--- src/rtl/rv_pkg.sv ---
// Shared RV32I definitions for the decode/execute boundary: opcodes, ALU codes,
// decoded control bundle, pipeline payload and immediate extraction helpers.
package rv_pkg;

  localparam int XLEN = 32;

  localparam logic [6:0] OP_R      = 7'b0110011;
  localparam logic [6:0] OP_I      = 7'b0010011;
  localparam logic [6:0] OP_LOAD   = 7'b0000011;
  localparam logic [6:0] OP_STORE  = 7'b0100011;
  localparam logic [6:0] OP_BRANCH = 7'b1100011;

  localparam logic [6:0] F7_BASE = 7'b0000000;
  localparam logic [6:0] F7_ALT  = 7'b0100000;
  localparam logic [2:0] F3_WORD = 3'b010;

  typedef enum logic [3:0] {
    ALU_AND     = 4'b0000,
    ALU_OR      = 4'b0001,
    ALU_ADD     = 4'b0010,
    ALU_SUB     = 4'b0110,
    ALU_SLTU    = 4'b0111,
    ALU_NOR     = 4'b1100,
    ALU_ILLEGAL = 4'b1111
  } alu_op_e;

  typedef enum logic [1:0] {
    IMM_NONE = 2'b00,
    IMM_I    = 2'b01,
    IMM_S    = 2'b10
  } imm_sel_e;

  typedef struct packed {
    alu_op_e  alu_op;
    logic     reg_write;
    logic     mem_read;
    logic     mem_write;
    logic     branch;
    logic     branch_ne;
    logic     illegal;
    imm_sel_e imm_sel;
  } ctrl_t;

  typedef struct packed {
    alu_op_e         alu_op;
    logic [XLEN-1:0] r1;
    logic [XLEN-1:0] r2;
    logic [4:0]      rd;
    logic            reg_write;
    logic            mem_read;
    logic            mem_write;
    logic            branch;
    logic            branch_ne;
    logic            illegal;
    logic [XLEN-1:0] store_data;
    logic [XLEN-1:0] pc;
    logic [XLEN-1:0] br_target;
  } payload_t;

  function automatic logic [XLEN-1:0] imm_i(input logic [11:0] imm12);
    return {{20{imm12[11]}}, imm12};
  endfunction

  // S and B immediates share the instr[31:25] / instr[11:7] fields, only scrambled differently.
  function automatic logic [XLEN-1:0] imm_s(input logic [6:0] hi, input logic [4:0] lo);
    return {{20{hi[6]}}, hi, lo};
  endfunction

  function automatic logic [XLEN-1:0] imm_b(input logic [6:0] hi, input logic [4:0] lo);
    return {{19{hi[6]}}, hi[6], lo[0], hi[5:0], lo[4:1], 1'b0};
  endfunction

endpackage

--- src/rtl/id_ex_stage_if.sv ---
// Decode-side and execute-side signals of the ID/EX register; the stage uses
// the slave modport, whoever drives decode and consumes execute uses master.
interface id_ex_stage_if;
  import rv_pkg::*;

  logic            in_valid;
  logic            in_ready;
  logic [XLEN-1:0] in_instr;
  logic [XLEN-1:0] in_pc;
  logic [XLEN-1:0] in_rs1_data;
  logic [XLEN-1:0] in_rs2_data;
  logic            flush;
  logic            out_valid;
  logic            out_ready;
  logic [XLEN-1:0] out_r1;
  logic [XLEN-1:0] out_r2;
  logic [3:0]      out_alu_op;
  logic [4:0]      out_rd;
  logic            out_reg_write;
  logic            out_mem_read;
  logic            out_mem_write;
  logic            out_branch;
  logic            out_branch_ne;
  logic            out_illegal;
  logic [XLEN-1:0] out_store_data;
  logic [XLEN-1:0] out_pc;
  logic [XLEN-1:0] out_br_target;

  modport master (
    output in_valid, in_instr, in_pc, in_rs1_data, in_rs2_data, flush, out_ready,
    input  in_ready, out_valid, out_r1, out_r2, out_alu_op, out_rd, out_reg_write,
           out_mem_read, out_mem_write, out_branch, out_branch_ne, out_illegal,
           out_store_data, out_pc, out_br_target
  );

  modport slave (
    input  in_valid, in_instr, in_pc, in_rs1_data, in_rs2_data, flush, out_ready,
    output in_ready, out_valid, out_r1, out_r2, out_alu_op, out_rd, out_reg_write,
           out_mem_read, out_mem_write, out_branch, out_branch_ne, out_illegal,
           out_store_data, out_pc, out_br_target
  );

endinterface

--- src/rtl/alu_ctrl_decode.sv ---
// Combinational instruction decode into the ALU opcode, control flags and
// operand-2 immediate selection; anything unrecognised becomes an illegal marker.
module alu_ctrl_decode
  import rv_pkg::*;
(
  input  logic [6:0] opcode_i,
  input  logic [2:0] funct3_i,
  input  logic [6:0] funct7_i,
  input  logic [4:0] rd_i,
  output ctrl_t      ctrl_o
);

  always_comb begin
    ctrl_o         = '0;
    ctrl_o.alu_op  = ALU_ILLEGAL;
    ctrl_o.imm_sel = IMM_NONE;
    case (opcode_i)
      OP_R: begin
        case ({funct7_i, funct3_i})
          {F7_BASE, 3'b000}: ctrl_o.alu_op = ALU_ADD;
          {F7_ALT,  3'b000}: ctrl_o.alu_op = ALU_SUB;
          {F7_BASE, 3'b111}: ctrl_o.alu_op = ALU_AND;
          {F7_BASE, 3'b110}: ctrl_o.alu_op = ALU_OR;
          {F7_BASE, 3'b011}: ctrl_o.alu_op = ALU_SLTU;
          default:           ctrl_o.alu_op = ALU_ILLEGAL;
        endcase
        ctrl_o.reg_write = 1'b1;
      end
      OP_I: begin
        case (funct3_i)
          3'b000:  ctrl_o.alu_op = ALU_ADD;
          3'b111:  ctrl_o.alu_op = ALU_AND;
          3'b110:  ctrl_o.alu_op = ALU_OR;
          3'b011:  ctrl_o.alu_op = ALU_SLTU;
          default: ctrl_o.alu_op = ALU_ILLEGAL;
        endcase
        ctrl_o.reg_write = 1'b1;
        ctrl_o.imm_sel   = IMM_I;
      end
      OP_LOAD: begin
        if (funct3_i == F3_WORD) begin
          ctrl_o.alu_op    = ALU_ADD;
          ctrl_o.mem_read  = 1'b1;
          ctrl_o.reg_write = 1'b1;
          ctrl_o.imm_sel   = IMM_I;
        end
      end
      OP_STORE: begin
        if (funct3_i == F3_WORD) begin
          ctrl_o.alu_op    = ALU_ADD;
          ctrl_o.mem_write = 1'b1;
          ctrl_o.imm_sel   = IMM_S;
        end
      end
      OP_BRANCH: begin
        if (funct3_i[2:1] == 2'b00) begin
          ctrl_o.alu_op    = ALU_SUB;
          ctrl_o.branch    = 1'b1;
          ctrl_o.branch_ne = funct3_i[0];
        end
      end
      default: ctrl_o.alu_op = ALU_ILLEGAL;
    endcase

    // Illegal encodings must not leave any side-effect flag behind for execute.
    if (ctrl_o.alu_op == ALU_ILLEGAL) begin
      ctrl_o         = '0;
      ctrl_o.alu_op  = ALU_ILLEGAL;
      ctrl_o.imm_sel = IMM_NONE;
      ctrl_o.illegal = 1'b1;
    end
    ctrl_o.reg_write = ctrl_o.reg_write && (rd_i != 5'd0);
  end

endmodule

--- src/rtl/id_ex_stage.sv ---
// One-entry ID/EX pipeline register: decodes the offered instruction, picks
// operand 2 and holds the result behind a valid/ready handshake with flush.
module id_ex_stage
  import rv_pkg::*;
(
  input logic          clk,
  input logic          rst,
  id_ex_stage_if.slave bus
);

  ctrl_t    ctrl;
  payload_t pay_d, pay_q;
  logic     valid_d, valid_q;
  logic     load;
  logic     unused_rs1_field;

  alu_ctrl_decode u_decode (
    .opcode_i (bus.in_instr[6:0]),
    .funct3_i (bus.in_instr[14:12]),
    .funct7_i (bus.in_instr[31:25]),
    .rd_i     (bus.in_instr[11:7]),
    .ctrl_o   (ctrl)
  );

  // rs1 arrives pre-read from the register file, so its field is not needed here.
  assign unused_rs1_field = ^bus.in_instr[19:15];

  assign bus.in_ready = !valid_q || bus.out_ready;
  assign load         = bus.in_valid && bus.in_ready;

  always_comb begin
    pay_d            = '0;
    pay_d.alu_op     = ctrl.alu_op;
    pay_d.r1         = bus.in_rs1_data;
    pay_d.rd         = bus.in_instr[11:7];
    pay_d.reg_write  = ctrl.reg_write;
    pay_d.mem_read   = ctrl.mem_read;
    pay_d.mem_write  = ctrl.mem_write;
    pay_d.branch     = ctrl.branch;
    pay_d.branch_ne  = ctrl.branch_ne;
    pay_d.illegal    = ctrl.illegal;
    pay_d.store_data = bus.in_rs2_data;
    pay_d.pc         = bus.in_pc;
    pay_d.br_target  = bus.in_pc + imm_b(bus.in_instr[31:25], bus.in_instr[11:7]);
    case (ctrl.imm_sel)
      IMM_I:   pay_d.r2 = imm_i(bus.in_instr[31:20]);
      IMM_S:   pay_d.r2 = imm_s(bus.in_instr[31:25], bus.in_instr[11:7]);
      default: pay_d.r2 = bus.in_rs2_data;
    endcase
  end

  always_comb begin
    valid_d = valid_q;
    if (bus.flush) begin
      valid_d = 1'b0;
    end else if (load) begin
      valid_d = 1'b1;
    end else if (bus.out_ready) begin
      valid_d = 1'b0;
    end
  end

  // Payload only moves on a real load, which is what keeps outputs frozen under backpressure.
  always_ff @(posedge clk) begin
    if (rst) begin
      valid_q <= 1'b0;
      pay_q   <= '0;
    end else begin
      valid_q <= valid_d;
      if (load && !bus.flush) begin
        pay_q <= pay_d;
      end
    end
  end

  assign bus.out_valid      = valid_q;
  assign bus.out_alu_op     = pay_q.alu_op;
  assign bus.out_r1         = pay_q.r1;
  assign bus.out_r2         = pay_q.r2;
  assign bus.out_rd         = pay_q.rd;
  assign bus.out_reg_write  = pay_q.reg_write;
  assign bus.out_mem_read   = pay_q.mem_read;
  assign bus.out_mem_write  = pay_q.mem_write;
  assign bus.out_branch     = pay_q.branch;
  assign bus.out_branch_ne  = pay_q.branch_ne;
  assign bus.out_illegal    = pay_q.illegal;
  assign bus.out_store_data = pay_q.store_data;
  assign bus.out_pc         = pay_q.pc;
  assign bus.out_br_target  = pay_q.br_target;

endmodule

--- src/flat_wrapper.sv ---
// flat-port wrapper written by rule: the top's interface ports become plain ports
module id_ex_stage_flat import rv_pkg::*;
  (clk, rst, bus_in_valid, bus_in_instr, bus_in_pc, bus_in_rs1_data, bus_in_rs2_data, bus_flush, bus_out_ready, bus_in_ready, bus_out_valid, bus_out_r1, bus_out_r2, bus_out_alu_op, bus_out_rd, bus_out_reg_write, bus_out_mem_read, bus_out_mem_write, bus_out_branch, bus_out_branch_ne, bus_out_illegal, bus_out_store_data, bus_out_pc, bus_out_br_target);
  id_ex_stage_if bus_i ();
  input logic clk;
  input logic rst;
  input wire logic [$bits(bus_i.in_valid)-1:0] bus_in_valid;
  input wire logic [$bits(bus_i.in_instr)-1:0] bus_in_instr;
  input wire logic [$bits(bus_i.in_pc)-1:0] bus_in_pc;
  input wire logic [$bits(bus_i.in_rs1_data)-1:0] bus_in_rs1_data;
  input wire logic [$bits(bus_i.in_rs2_data)-1:0] bus_in_rs2_data;
  input wire logic [$bits(bus_i.flush)-1:0] bus_flush;
  input wire logic [$bits(bus_i.out_ready)-1:0] bus_out_ready;
  output wire logic [$bits(bus_i.in_ready)-1:0] bus_in_ready;
  output wire logic [$bits(bus_i.out_valid)-1:0] bus_out_valid;
  output wire logic [$bits(bus_i.out_r1)-1:0] bus_out_r1;
  output wire logic [$bits(bus_i.out_r2)-1:0] bus_out_r2;
  output wire logic [$bits(bus_i.out_alu_op)-1:0] bus_out_alu_op;
  output wire logic [$bits(bus_i.out_rd)-1:0] bus_out_rd;
  output wire logic [$bits(bus_i.out_reg_write)-1:0] bus_out_reg_write;
  output wire logic [$bits(bus_i.out_mem_read)-1:0] bus_out_mem_read;
  output wire logic [$bits(bus_i.out_mem_write)-1:0] bus_out_mem_write;
  output wire logic [$bits(bus_i.out_branch)-1:0] bus_out_branch;
  output wire logic [$bits(bus_i.out_branch_ne)-1:0] bus_out_branch_ne;
  output wire logic [$bits(bus_i.out_illegal)-1:0] bus_out_illegal;
  output wire logic [$bits(bus_i.out_store_data)-1:0] bus_out_store_data;
  output wire logic [$bits(bus_i.out_pc)-1:0] bus_out_pc;
  output wire logic [$bits(bus_i.out_br_target)-1:0] bus_out_br_target;
  assign bus_i.in_valid = bus_in_valid;
  assign bus_i.in_instr = bus_in_instr;
  assign bus_i.in_pc = bus_in_pc;
  assign bus_i.in_rs1_data = bus_in_rs1_data;
  assign bus_i.in_rs2_data = bus_in_rs2_data;
  assign bus_i.flush = bus_flush;
  assign bus_i.out_ready = bus_out_ready;
  assign bus_in_ready = bus_i.in_ready;
  assign bus_out_valid = bus_i.out_valid;
  assign bus_out_r1 = bus_i.out_r1;
  assign bus_out_r2 = bus_i.out_r2;
  assign bus_out_alu_op = bus_i.out_alu_op;
  assign bus_out_rd = bus_i.out_rd;
  assign bus_out_reg_write = bus_i.out_reg_write;
  assign bus_out_mem_read = bus_i.out_mem_read;
  assign bus_out_mem_write = bus_i.out_mem_write;
  assign bus_out_branch = bus_i.out_branch;
  assign bus_out_branch_ne = bus_i.out_branch_ne;
  assign bus_out_illegal = bus_i.out_illegal;
  assign bus_out_store_data = bus_i.out_store_data;
  assign bus_out_pc = bus_i.out_pc;
  assign bus_out_br_target = bus_i.out_br_target;
  id_ex_stage u_core (.clk(clk), .rst(rst), .bus(bus_i));
endmodule
--- config.mk ---
export PLATFORM = sky130hd
export DESIGN_NAME = id_ex_stage_flat
export DESIGN_NICKNAME = d
export VERILOG_FILES = /design/src/rtl/rv_pkg.sv /design/src/rtl/id_ex_stage_if.sv /design/src/rtl/alu_ctrl_decode.sv /design/src/rtl/id_ex_stage.sv /design/src/flat_wrapper.sv
export SDC_FILE = /design/constraint.sdc
export NUM_CORES = 1
export LEC_CHECK = 0
export CAP_MARGIN = 10
export CORE_MARGIN = 3
export CORE_UTILIZATION = 49
export DETAILED_ROUTE_END_ITERATION = 8
export PLACE_DENSITY = 0.87
export REMOVE_ABC_BUFFERS = 1
export SYNTH_ARGS = -nofsm -noshare
export SYNTH_HDL_FRONTEND = slang
export SYNTH_HIERARCHICAL = 1
export SYNTH_SLANG_ARGS = --single-unit
--- constraint.sdc ---
create_clock -name clk -period 7.6 [get_ports clk]
set_input_delay 1.52 -clock clk [delete_from_list [all_inputs] [get_ports clk]]
set_output_delay 1.52 -clock clk [all_outputs]
set_load 0.01 [all_outputs]
Word-level counts from Yosys, hierarchy flattened
Cells that the tools add are included.

storage, ports and cells
  output and inout bits = 177
  bits in registers = 176
  logic and storage cells = 63
  bits of input ports = 133

cells by class
  $add $sub $neg = 1
  multiplexer cells = 19
  reductions and logical operators = 13
  equal/unequal tests = 16

operators by type and width
  kind                 number
  $pmux 32 s2          1
  $pmux 4 s5           2
  $add 32x32->32       1
  $eq 10x3->1 const B  2
  $pmux 4 s4           1
  $eq 7x6->1 const B   2
  $mux 12              1
  $eq 10x2->1 const B  1
  $eq 10x9->1 const B  1
  $logic_not 10->1     1
  $mux 4               2
  $eq 7x2->1 const B   1
  $eq 7x5->1 const B   1
  $eq 7x7->1 const B   1
  $eq 3x2->1 const B   2
  $eq 3x3->1 const B   2
  $mux 1               6
  $mux 2               3
  $mux 6               1
  $pmux 2 s3           1
  $reduce_bool 5->1    1
  $eq 4x4->1 const B   1
  $reduce_or 2->1      2
  $logic_and 1x1->1    3
  8 further kinds      9

Longest topological paths before layout
  depth after elaboration = 7
  gate-level depth with buffers = 11
  depth with buffers taken out = 9

Modules after synthesis
Netlist, hierarchy kept.

modules (own cells, without submodules)
  module           area each (um^2)  seq. area each (um^2)  cells an instance  times used
  id_ex_stage      7,997.7           3,503.4                1,037              1
  alu_ctrl_decode  422.9             0.0                    60                 1

Worst setup path before layout
Ideal clock, no wire load.

  path type = in2reg
  start = input port bus_in_instr[14]
  end = register u_core.pay_q, in the netlist u_core/bus.out_r2[2]
  data arrival time = 3,728 ps
  library setup time = 132 ps
  stages on the path = 11
  setup slack = 3,739 ps
  path buffers = 3
  data required time = 7,468 ps
  cells stage by stage = buf_2 or3_4 and3_1 a2111oi_2 inv_1 ha_1 clkbuf_1 clkbuf_1 o21ai_0 nand2_1 a21oi_1

RTL lines
  item                  line               text
  from (decl)           flat_wrapper.sv:8  input wire logic [$bits(bus_i.in_instr)-1:0] bus_in_instr;
  to (signal assigned)  id_ex_stage.sv:71  pay_q <= pay_d;
  to (decl)             id_ex_stage.sv:12  payload_t pay_d, pay_q;

==> flow_summary.yaml <==
worst_setup_path:
  cp_slowest_stage_delay_ns: 0.62
  critical_path_class: "input pin to flop"
  critical_path.cell_chain: "clkdlybuf4s50_1, or3_4, and3_1, a2111oi_2, inv_1, ha_1, buf_4, nor3_2, nand2_1, a31oi_1"
  cpLargestDelayFamily: "simple AND/OR/NAND/NOR gates"
  crit_path_end_kind: "flop"
  r2r-end: "u_core/bus.out_br_target[22]"
  r2r_slack_ns: 4.67
  reg2regPathDepth: 7
  cp_data_arrival_time_ns: 5.39
  crit_required_ns: 7.94
  rr_startpoint: "u_core/bus.out_valid"
  crit_slowest_cell: "nand2_1"
  start_kind: "input pin"
  critical_path_buf_inv_count: 3
  path_max_fanout: 38
clock_tree:
  cts_tree: "done"
  cts_made_buffers: 17
  clk_pin_slew_ns: 0.07
  cts_setup_buffers: 0
  cts_sinks: 175
  h-tree-depth: 4
  cts_buffer_depth: 2
  cts-root-buf: "clkbuf_16"
  cts-resized-gates: 0
  worstSkewPairLatency_ns: 0.43
  ctsHoldBuffers: 0
logic_synthesis:
  synth.distinct_cells: 78
  yosys-top-cells-count: "nand2_1, dfxtp_1, a21oi_1, clkbuf_1, nand3_1"
  syn-cell-area_um2: 8420
  yosysSeqAreaShare: 0.416
  synth.largest_area_cell: "dfxtp_1"
  ys_top_cells_by_area: "dfxtp_1, nand2_1, a21oi_1"
  ys_seq_elements: 175
  synth_edf_count: 0
  synth_most_common_cell: "nand2_1"
  avgSynthCellArea_um2: 7.68
  synthCells: 1097
  synth.top_cell.area_share: 0.416
  ys.warnings.count: 6
  ys.flop_type: "dfxtp_1"
  async_reset_ff_frac: 0
sta:
  min_period_ns: 5.05
  rsz0062_at_grt: "no"
  max_clock_freq_mhz: 198
  maxSlewHeadroom: 0.282
  timing.final.crit_share: 0.664
  hold_viol_final: 0
  finalSetupViolCount: 0
  slew_viol_final: 0
  fin_ws_ns: 2.55
  final.setup_skew_ns: 0.0101
  worst_pin_slew_ns: 1.08
min_path:
  worstHoldEndpoint: "u_core/bus.out_br_target[19]"
  hold_depth: 2
  min_from: "u_core/bus.out_br_target[19]"
  hold_class: "flop to flop"
final_layout:
  register_area_um2: 3500
  area_growth_pct: 43.1
  nFillCells: 1314
  multiInputGateArea_um2: 4540
  n_antenna_cell: 0
  layout-drive-gt1-share: 0.0485
  num-nets-final: 1513
  final_util: 0.721
floorplanning:
  fp.dieH_um: 137
  io_pins: 310
  coreArea_um2: 16700
  start_util: 0.504
  dieArea_um2: 18800
  die_x_um: 137
  fp-row-count: 47
routing:
  dr.pass1.iters: 5
  route.vias.total: 8775
  drc: 0
  final_antenna_net_count: 0
  drtIter0Drc: 630
  wl_per_cell_um: 16.7
  totalWireLength_um: 26400
  vias_per_cell: 5.55
power_and_ir_drop:
  p_leak_nw: 4.34
  pwr_density_cell_nw_per_um2: 193
  irDropWorstVdd_v: 0.000156
global_route:
  grt_antenna_before_repair: 0
  grt_pass1_wl_um: 40400
  grt_usage: 0.268
  grt_max_degree: 176
  gr-total-overflow: 0
  first_global_vias: 8215
run_status:
  status: "completed"
run:
  max-cap-violations: 0
placement:
  place_ws_ns: 2.20
  io_buffer_count: 304
  routabilityCongestion: 0.894
  hpwl_um: 18700
==> worst reg2reg max path, cell delays in order (launching register included) <==
cell,delay (ns)
dfxtp_1,0.31
nor2b_1,0.17
nor3b_4,0.87
buf_4,0.49
buf_4,0.56
nor2_1,0.21
nand2_1,0.14
o21ai_1,0.07
==> cells in the final DEF (no fill, tap or decap), types with 8 or more instances in the layout <==
cell type,n
a21oi_1,172
dfxtp_1,175
inv_1,11
xor2_1,10
ha_1,32
o21ai_1,11
clkdlybuf4s50_1,303
nand3_1,39
a21o_1,15
o21ai_0,19
nand2_1,336
nor3_1,8
nand4_1,11
xnor2_1,13
nor2_1,33
a31oi_1,30
clkbuf_16,17
==> per-layer routing <==
metal | global-route usage | wire length [um]
met1 | 0.312 | 10200
met2 | 0.455 | 12800
met3 | 0.0912 | 2670
met4 | 0.0987 | 670
met5 | 0 | 0
==> state kept, by name, summed over array words and instances, names as in the netlist <==
register,cells
u_core/bus.out_pc,32
u_core/bus.out_r1,32
u_core/bus.out_r2,32
u_core/bus.out_store_data,32
u_core/bus.out_br_target,31
u_core/bus.out_rd,5
u_core/bus.out_alu_op,4
u_core/bus.out_branch,1
u_core/bus.out_branch_ne,1
u_core/bus.out_illegal,1
u_core/bus.out_mem_read,1
u_core/bus.out_mem_write,1
u_core/bus.out_reg_write,1
u_core/bus.out_valid,1
==> cell families after synthesis <==
logic type	synth area share
fa+ha+maj	0.0499
mux	0.00565
simple gates	0.237
buf+inv	0.0452
flops	0.416
xor+xnor	0.0239
compound gates	0.223
==> worst max path at each step <==
stage                                 from                      endpoint  cells past startpoint
after floorplan              bus_out_ready  u_core/bus.out_br_target[26]                      4
after detailed placement  bus_in_instr[13]         u_core/bus.out_r2[12]                     10
after CTS                 bus_in_instr[13]         u_core/bus.out_r2[16]                     10
final                     bus_in_instr[13]         u_core/bus.out_r2[16]                     10
after global placement    bus_in_instr[13]         u_core/bus.out_r2[28]                     10
after global routing      bus_in_instr[13]         u_core/bus.out_r2[16]                     10
==> where the power goes <==
part           switching (mW)  internal (mW)  total (mW)
registers              0.0236          0.965       0.988
clock network           0.393          0.450       0.843
logic                   0.258          0.239       0.496
total                   0.675           1.65        2.33
==> metrics by stage <==
| stage | cells | power [mW] | hold slack [ns] | setup TNS [ns] | area, um^2 |
|---|---|---|---|---|---|
| after global placement | 1548 | 1.49 | 0.436 | 0 | 11500 |
| final | 1580 | 2.33 | 0.450 | 0 | 12000 |
| after floorplan | 1017 | 1.25 | 0.470 | -0.964 | 8080 |
| after detailed placement | 1548 | 1.50 | 0.442 | 0 | 11500 |
| after CTS | 1580 | 2.34 | 0.451 | 0 | 12000 |
| after global routing | 1580 | 2.43 | 0.469 | 0 | 12000 |
==> cell type report <==
class / count / share of cell area
multi-input cells: 831 / 0.377
flip-flops and latches: 175 / 0.291
repair buffers: 311 / 0.258
clock buffers: 19 / 0.0376
well taps: 220 / 0.0228
clock inverters: 13 / 0.0102
inverters: 11 / 0.00343
No activity file was read; power rests on OpenSTA's default activity.
